$ cat config.mk
export PLATFORM = sky130hd
export DESIGN_NAME = vaddsws_arb
export DESIGN_NICKNAME = d
export VERILOG_FILES = /design/src/rtl/vaddsws_arb.sv
export SDC_FILE = /design/constraint.sdc
export NUM_CORES = 1
export LEC_CHECK = 0
export BUFFER_PORTS_ARGS = -buffer_cell sky130_fd_sc_hd__buf_2
export CAP_MARGIN = 0
export CORE_AREA = 2 2 117 119
export DETAILED_ROUTE_END_ITERATION = 12
export DIE_AREA = 0 0 119 121
export PLACE_DENSITY_LB_ADDON = 0.1
export SYNTH_ARGS = -nofsm -noshare
export SYNTH_HDL_FRONTEND = slang
export SYNTH_SLANG_ARGS = --single-unit
$ cat constraint.sdc
create_clock -name clk -period 10.99 [get_ports clk]
set_input_delay 1.099 -clock clk [delete_from_list [all_inputs] [get_ports clk]]
set_output_delay 1.099 -clock clk [all_outputs]
set_load 0.01 [all_outputs]
$ cat src/rtl/vaddsws_arb.sv
// vaddsws_arb: round-robin arbiter in front of one shared signed-saturating
// 32-bit word adder. Grants one requester per cycle, registers the saturated
// sum, per-op saturation flag and requester ID into a single-entry output
// stage with valid/ready handshake, and keeps the sticky SAT status bit.
module vaddsws_arb #(
  parameter int NREQ = 4,
  parameter int IDW  = $clog2(NREQ)
) (
  input  logic                 clk,
  input  logic                 rst_n,
  input  logic [NREQ-1:0]      req_valid,
  input  logic [NREQ*32-1:0]   req_vra,
  input  logic [NREQ*32-1:0]   req_vrb,
  output logic [NREQ-1:0]      req_ready,
  output logic                 rsp_valid,
  input  logic                 rsp_ready,
  output logic [IDW-1:0]       rsp_id,
  output logic [31:0]          rsp_vrt,
  output logic                 rsp_sat,
  input  logic                 sat_clr,
  output logic                 sat_sticky
);

  localparam int unsigned N = NREQ;

  // Grant pointer and result-stage registers.
  logic [IDW-1:0] last_q, last_d;
  logic           rsp_valid_q, rsp_valid_d;
  logic [IDW-1:0] rsp_id_q, rsp_id_d;
  logic [31:0]    rsp_vrt_q, rsp_vrt_d;
  logic           rsp_sat_q, rsp_sat_d;
  logic           sticky_q, sticky_d;

  // Arbitration results.
  logic [NREQ-1:0] gnt_oh;
  logic [IDW-1:0]  gnt_idx;
  logic            gnt_any;
  logic            can_accept;
  logic            accept;

  // Datapath.
  logic [31:0] op_a;
  logic [31:0] op_b;
  logic [32:0] sum;
  logic [31:0] sat_vrt;
  logic        sat_flag;

  // Rotating-priority search: first valid requester starting at last+1, with wrap.
  always_comb begin
    int unsigned cand;
    gnt_oh  = '0;
    gnt_idx = '0;
    gnt_any = 1'b0;
    cand    = 0;
    for (int unsigned k = 0; k < N; k++) begin
      cand = 32'(last_q) + 32'd1 + k;
      if (cand >= N) begin
        cand = cand - N;
      end
      if (!gnt_any && req_valid[IDW'(cand)]) begin
        gnt_any              = 1'b1;
        gnt_idx              = IDW'(cand);
        gnt_oh[IDW'(cand)]   = 1'b1;
      end
    end
  end

  // Accept handshake: the stage can load when empty or being drained this cycle.
  always_comb begin
    can_accept = !rsp_valid_q || rsp_ready;
    req_ready  = gnt_oh & {NREQ{can_accept}};
    accept     = gnt_any && can_accept;
  end

  // Operand select for the granted requester and 33-bit signed add with saturation.
  always_comb begin
    op_a     = req_vra[{gnt_idx, 5'b00000} +: 32];
    op_b     = req_vrb[{gnt_idx, 5'b00000} +: 32];
    sum      = {op_a[31], op_a} + {op_b[31], op_b};
    sat_vrt  = sum[31:0];
    sat_flag = 1'b0;
    unique case (sum[32:31])
      2'b01: begin
        sat_vrt  = 32'h7FFF_FFFF;
        sat_flag = 1'b1;
      end
      2'b10: begin
        sat_vrt  = 32'h8000_0000;
        sat_flag = 1'b1;
      end
      default: begin
        sat_vrt  = sum[31:0];
        sat_flag = 1'b0;
      end
    endcase
  end

  // Next-state for pointer, result stage and sticky SAT (set beats clear).
  always_comb begin
    last_d      = last_q;
    rsp_valid_d = rsp_valid_q;
    rsp_id_d    = rsp_id_q;
    rsp_vrt_d   = rsp_vrt_q;
    rsp_sat_d   = rsp_sat_q;
    sticky_d    = sticky_q;

    if (accept) begin
      last_d      = gnt_idx;
      rsp_valid_d = 1'b1;
      rsp_id_d    = gnt_idx;
      rsp_vrt_d   = sat_vrt;
      rsp_sat_d   = sat_flag;
    end else if (rsp_valid_q && rsp_ready) begin
      rsp_valid_d = 1'b0;
    end

    if (accept && sat_flag) begin
      sticky_d = 1'b1;
    end else if (sat_clr) begin
      sticky_d = 1'b0;
    end
  end

  // State registers with asynchronous active-low reset.
  always_ff @(posedge clk or negedge rst_n) begin
    if (!rst_n) begin
      last_q      <= IDW'(NREQ - 1);
      rsp_valid_q <= 1'b0;
      rsp_id_q    <= '0;
      rsp_vrt_q   <= '0;
      rsp_sat_q   <= 1'b0;
      sticky_q    <= 1'b0;
    end else begin
      last_q      <= last_d;
      rsp_valid_q <= rsp_valid_d;
      rsp_id_q    <= rsp_id_d;
      rsp_vrt_q   <= rsp_vrt_d;
      rsp_sat_q   <= rsp_sat_d;
      sticky_q    <= sticky_d;
    end
  end

  assign rsp_valid  = rsp_valid_q;
  assign rsp_id     = rsp_id_q;
  assign rsp_vrt    = rsp_vrt_q;
  assign rsp_sat    = rsp_sat_q;
  assign sat_sticky = sticky_q;

endmodule

# After elaboration in Yosys (flattened, before gate mapping)
# Index checks and enable logic that the tools add are counted.
[op_classes]
add_sub_neg = 9
n_lt_le_gt_ge = 12
n_eq_ne = 2
shifts = 2
mux = 38
n_bitwise = 4
n_reduce_logical = 18
[ops]
columns = ["cell", "n"]
rows = [
  ["$shiftx A128 B8 Y32", 2],
  ["$pmux W32 S2", 1],
  ["$add A32 B32 Y33", 1],
  ["$mux W1", 17],
  ["$mux W2", 8],
  ["$mux W4", 4],
  ["$ge A4 B3 Y1 const B", 3],
  ["$lt A2 B3 Y1 const B", 4],
  ["$or A4 B4 Y4", 3],
  ["$logic_and A1 B1 Y1", 10],
  ["$add A3 B2 Y4 const B", 2],
  ["$bmux W1 S2", 4],
  ["$demux W1 S2", 4],
  ["$ge A2 B1 Y1 const B", 4],
  ["$sub A2 B1 Y2 const B", 4],
  ["$add A3 B1 Y4 const B", 1],
  ["$and A4 B4 Y4", 1],
  ["$logic_not A1 Y1", 4],
  ["$reduce_bool A2 Y1", 2],
  ["$add A2 B1 Y3 const B", 1],
  ["$ge A3 B3 Y1 const B", 1],
  ["$eq A2 B1 Y1 const B", 1],
  ["$eq A2 B2 Y1 const B", 1],
  ["$reduce_or A2 Y1", 1],
  ["$logic_or A1 B1 Y1", 1],
]
[totals]
regBits = 39
input_bits = 264
elab_cells = 91

# Depth between registers and ports, before layout
[depth]
word_depth = 22
ltp_mapped = 30
ltp_nobuf = 26

# Least setup slack after synthesis
# Ideal clock, no wire load.
[synth_path]
kind = "register -> register"
from = "register last_q[0]"
to = "register rsp_vrt_q[21] (netlist: rsp_vrt[21])"
setup_time_ns = 0.066
arrival_ns = 6.293
slack_ns = 4.630
path_stages_with_launch = 29
period_less_slack_ns = 6.360
cell_sequence = "dfstp_2 buf_2 inv_1 ha_1 mux4_1 o21ai_2 nand2b_4 a221oi_4 buf_6 buf_4 mux2i_1 mux2i_1 ha_1 inv_1 fa_1 nand2b_1 a21oi_1 a21oi_1 a21o_1 a31o_2 o21ai_1 nand2_1 a221o_1 ha_1 nor2b_1 clkbuf_1 nor2b_1 buf_2 a221o_1"
[synth_between]
elab_chain_cells = 19
word_cells_on_any_way = 45
cone_classes = "9 x add/sub; 4 x order compare; 2 x eq/ne; 2 x shift; 21 x mux; 7 x reduce/logical"
[synth_lines]
columns = ["item", "line_no", "rtl"]
rows = [
  ["start: declaration", "27", "logic [IDW-1:0] last_q, last_d;"],
  ["start signal: assignment", "127", "last_q <= IDW'(NREQ - 1);"],
  ["start signal: assignment", "134", "last_q <= last_d;"],
  ["$add A2 B1 Y3 *", "56", "cand = 32'(last_q) + 32'd1 + k;"],
  ["parallel branches: the longest is 18 deep, another holds $add A3 B1 Y4", "-", ""],
  ["end signal: assignment", "137", "rsp_vrt_q <= rsp_vrt_d;"],
  ["end: declaration", "30", "logic [31:0] rsp_vrt_q, rsp_vrt_d;"],
]
# Mark *: on every way between the ends. The select of a mux whose other input is x is not followed.
# A chain may end at the register's enable or synchronous reset.

# Worst setup path after layout
[layout_path]
from = "register last_q[0]"
to = "register rsp_vrt_q[25] (netlist: rsp_vrt[25])"
# Same word-level chain as after synthesis.

==> impl_results.md <==
- Drt drc: 0
- WP buf/inv: 2
- Die area: approximately 14,000 um2
- Post-Syn Area: slightly below 6000 um2
- Filler Cell Count: 1,239
- Critical Path AT: 8870 ps
- Netlist cell types: 64
- Min-delay worst type: flip-flop to flip-flop
- Crit path max-delay cell type: nor2b_1
- Std cell rows: 42
- Relative slew slack: 31.92%
- Synth area leaders: mux2i_1 33%, dfrtp_1 16%, ha_1 8.8%
- Predominant post-synthesis flop cell: dfrtp_1
- Async S/R FF share, synth: 100.0%
- Die W: between 100 and 150 um
- Xor/xnor share of the synthesized area: ~4.2%
- Status: finished, final reports clean
- Setup slack, reg-to-reg: 2330 ps
- Clk Latency, worst-skew pair: 280 ps
- Avg Cell Area, Syn: around 9 um2
- Iteration-0 DRC Markers: 309
- #FFs+latches synth: 39
- Final setup fails: 0
- Clock Path Buffers: 2
- First-pass GRT wire length: 26,470 um
- Biggest area consumer among synthesized cells: mux2i_1
- Initial core utilization: 44.52%
- Crit-path most repeated cell: nor2b_1
- Post-synthesis mux area share: 34.97%
- HP Start: rsp_vrt[4]
- H-Tree Level Count: 2
- Clock Pin Slew Worst Setup and Hold Paths: 60 ps
- Area share of fa/ha/maj cells after synthesis: 9.149%
- Sequential area share after synthesis: 16.80%
- Crit end category: flip-flop
- Worst R2R End: rsp_vrt[25]
- Proportion of layout cells with a drive suffix above 1: 37.04%
- Final min period: ~8700 ps
- Initial antenna violation count: 0
- Final period util: 78.81%
- Syn nets: 949
- CP Cell Sequence: inv_1 -> ha_1 -> nor2b_1 -> a211oi_2 -> a31oi_4 -> nor2_2 -> a221oi_1 -> a31oi_1 -> o32a_2 -> buf_4 -> mux2i_1 -> ha_1 -> nand3_1 -> nor2b_1 -> a21bo_1 -> a21o_1 -> a31o_2 -> o21ai_1 -> nand2_1 -> a221o_1 -> ha_1 -> nor2b_1 -> nor2b_1 -> a221o_1
- Cell depth of the worst min-delay path: 2
- Via count: 5,898
- Final Max Tran Viols: 0
- Worst clock skew: about 4 ps
- Num CTS Buffers: 5
- Clk root buf: clkbuf_16
- # Post-CTS Setup Buffers: 0
- Cell family with the largest share of critical-path delay: compound AO/OA/AOI/OAI gates
- Worst-Margin Slew: just over 1000 ps
- I/O Buffers: between 300 and 400
- Hold EP: rsp_vrt[4]
- Setup_tns: 0 ps
- Max-cap violations: 0
- Largest net degree at the start of global routing: 62
- Final net count: 1,223
- GPL Wtd Cong: 0.8767
- Crit path required time: between 10,000 and 15,000 ps
- RR Startpoint: last_q[0]
- Antenna cells: 0
- DR pass1 iterations: 4
- Synth-to-layout area growth: 29.12%
- Crit Path Max Fanout: 36
- Mean routed wirelength per cell: between 15 and 20 um
- Setup Slack @ Placement: ~2300 ps
- Crit path largest cell delay: 880 ps
- All-layer global routing usage: between 20% and 30%
- CTS sink count: 39
- GRT Residual Overflow: 0
- Post-cts resize count: 0
- CTS tree: done
- CP Class: flip-flop to flip-flop
- Synth Area in Simple Gates: between 9 and 10%
- Die Height: approximately 120 um
- Fmax: 0.1155 GHz
- Reg2Reg Depth: 24
- Core area: 13,090 um2
- Largest family of logic cells by synthesized area: multiplexers
- Vias in the first global route: 5,885
- DPL Wire Length: 13,690 um
- Final Hold Fails: 0
- Routed WL: 16,420 um
- Number of synthesized flops with an enable pin: 0
- Area share of the largest cell type after synthesis: between 30% and 40%
- DR vias/cell: 5.391
- Synth Area in Compound Gates: 20.88%
- # hold bufs at CTS: 0
- RSZ-0062 raised after global routing: false
- Post-route ant nets: 0
- Post-route setup slack: about 2300 ps
- Ys Warns: 0
- Cell count after synthesis: 643
- Startpoint Class: flip-flop
- # IOs: 305
[Yosys cell counts, types with 3 or more instances]
cell type    n
xnor2_1     14
nor2b_1      7
dfrtp_1     37
a21o_1      12
mux2i_1    193
nand2_1     38
nor3b_1      3
buf_6        4
a21oi_1     50
a31o_2       3
buf_4        9
a222oi_1     4
clkbuf_1    11
inv_1       10
o21ai_0     29
mux2_1       4
a31oi_1      6
nor3_1       3
o21ai_1     13
and3_1       5
a211oi_1     7
ha_1        41
nand2b_1     6
nor2_1      22
o21a_1       8
a221o_1     15
nand4_1      7
nand3_1      6
mux2_2       3
xor2_1      14
buf_2       17
o21bai_1     4
[placed cells by master, fill, tap and decap left out, drive strengths merged, types with 8 or more instances in the layout]
master    n
a211oi    8
o21ai    43
inv      10
mux2i   193
a221o    15
xnor2    14
ha       41
dfrtp    37
nand2    38
nor2     23
buf     309
a21o     12
xor2     14
a21oi    51
o21a      8
[final cells by class]
type	count	area (um2)	area share [%]
Multi-Input combinational cell	552	4567	60.71
Tap cell	176	220.2	2.927
Clock inverter	1	7.507	0.09980
Timing Repair Buffer	309	1559	20.73
Inverter	10	37.54	0.4990
Sequential cell	39	978.4	13.01
Clock buffer	7	152.6	2.029
[cells by family (layout without fill, tap and decap cells)]
kind of cell | Yosys count | after routing
simple gates | 107 | 107
flops | 39 | 39
compound gates | 174 | 174
mux | 201 | 201
fa+ha+maj | 42 | 42
xor+xnor | 28 | 28
buf+inv | 52 | 327
[worst reg2reg max path: stages (launching register included)]
cell and delay (ps):
dfstp_2 760, inv_1 170, ha_1 460, nor2b_1 100, a211oi_2 390, a31oi_4 120, nor2_2 140, a221oi_1 80
a31oi_1 150, o32a_2 800, buf_4 680, mux2i_1 180, ha_1 430, nand3_1 130, nor2b_1 190, a21bo_1 220
a21o_1 180, a31o_2 260, o21ai_1 190, nand2_1 110, a221o_1 320, ha_1 550, nor2b_1 880, nor2b_1 870
a221o_1 220
[registers in the layout (all words and copies together) (netlist names)]
| register | cells |
|---|---|
| last_q | 2 |
| rsp_id | 2 |
| rsp_sat | 1 |
| rsp_valid | 1 |
| rsp_vrt | 32 |
| sat_sticky | 1 |
[per-stage QoR]
stage	hold WS, ps	std cells	cell area, um2	utilization [%]
after floorplan	513.9	643	5826	-
after global placement	462.4	1086	7362	56.26
after detailed placement	468.3	1086	7362	56.26
after CTS	480.9	1094	7522	57.49
after global routing	516.2	1094	7522	57.49
final	479.2	1094	7522	57.49
[worst max-delay path by stage]
| stage | slack [ps] | cells after the start | endpoint | start |
|---|---|---|---|---|
| floorplan | 4630 | 28 | rsp_vrt[21] | last_q[0] |
| global placement | 2650 | 21 | rsp_vrt[26] | req_valid[3] |
| detailed placement | 2300 | 24 | rsp_vrt[14] | last_q[0] |
| CTS | 2260 | 24 | rsp_vrt[14] | last_q[0] |
| global route | 1560 | 23 | rsp_vrt[23] | last_q[0] |
| finish | 2330 | 24 | rsp_vrt[25] | last_q[0] |
[routing by layer]
metal / track usage, % / wire length, um
met5: 0 / 0
met4: 4.688 / 248
met3: 3.195 / 869
met2: 40.45 / 8333
met1: 27.18 / 6972
Power is left out: the tool's default activity adds up to more than one toggle a clock period on the data nets, which glitch-free logic cannot reach.
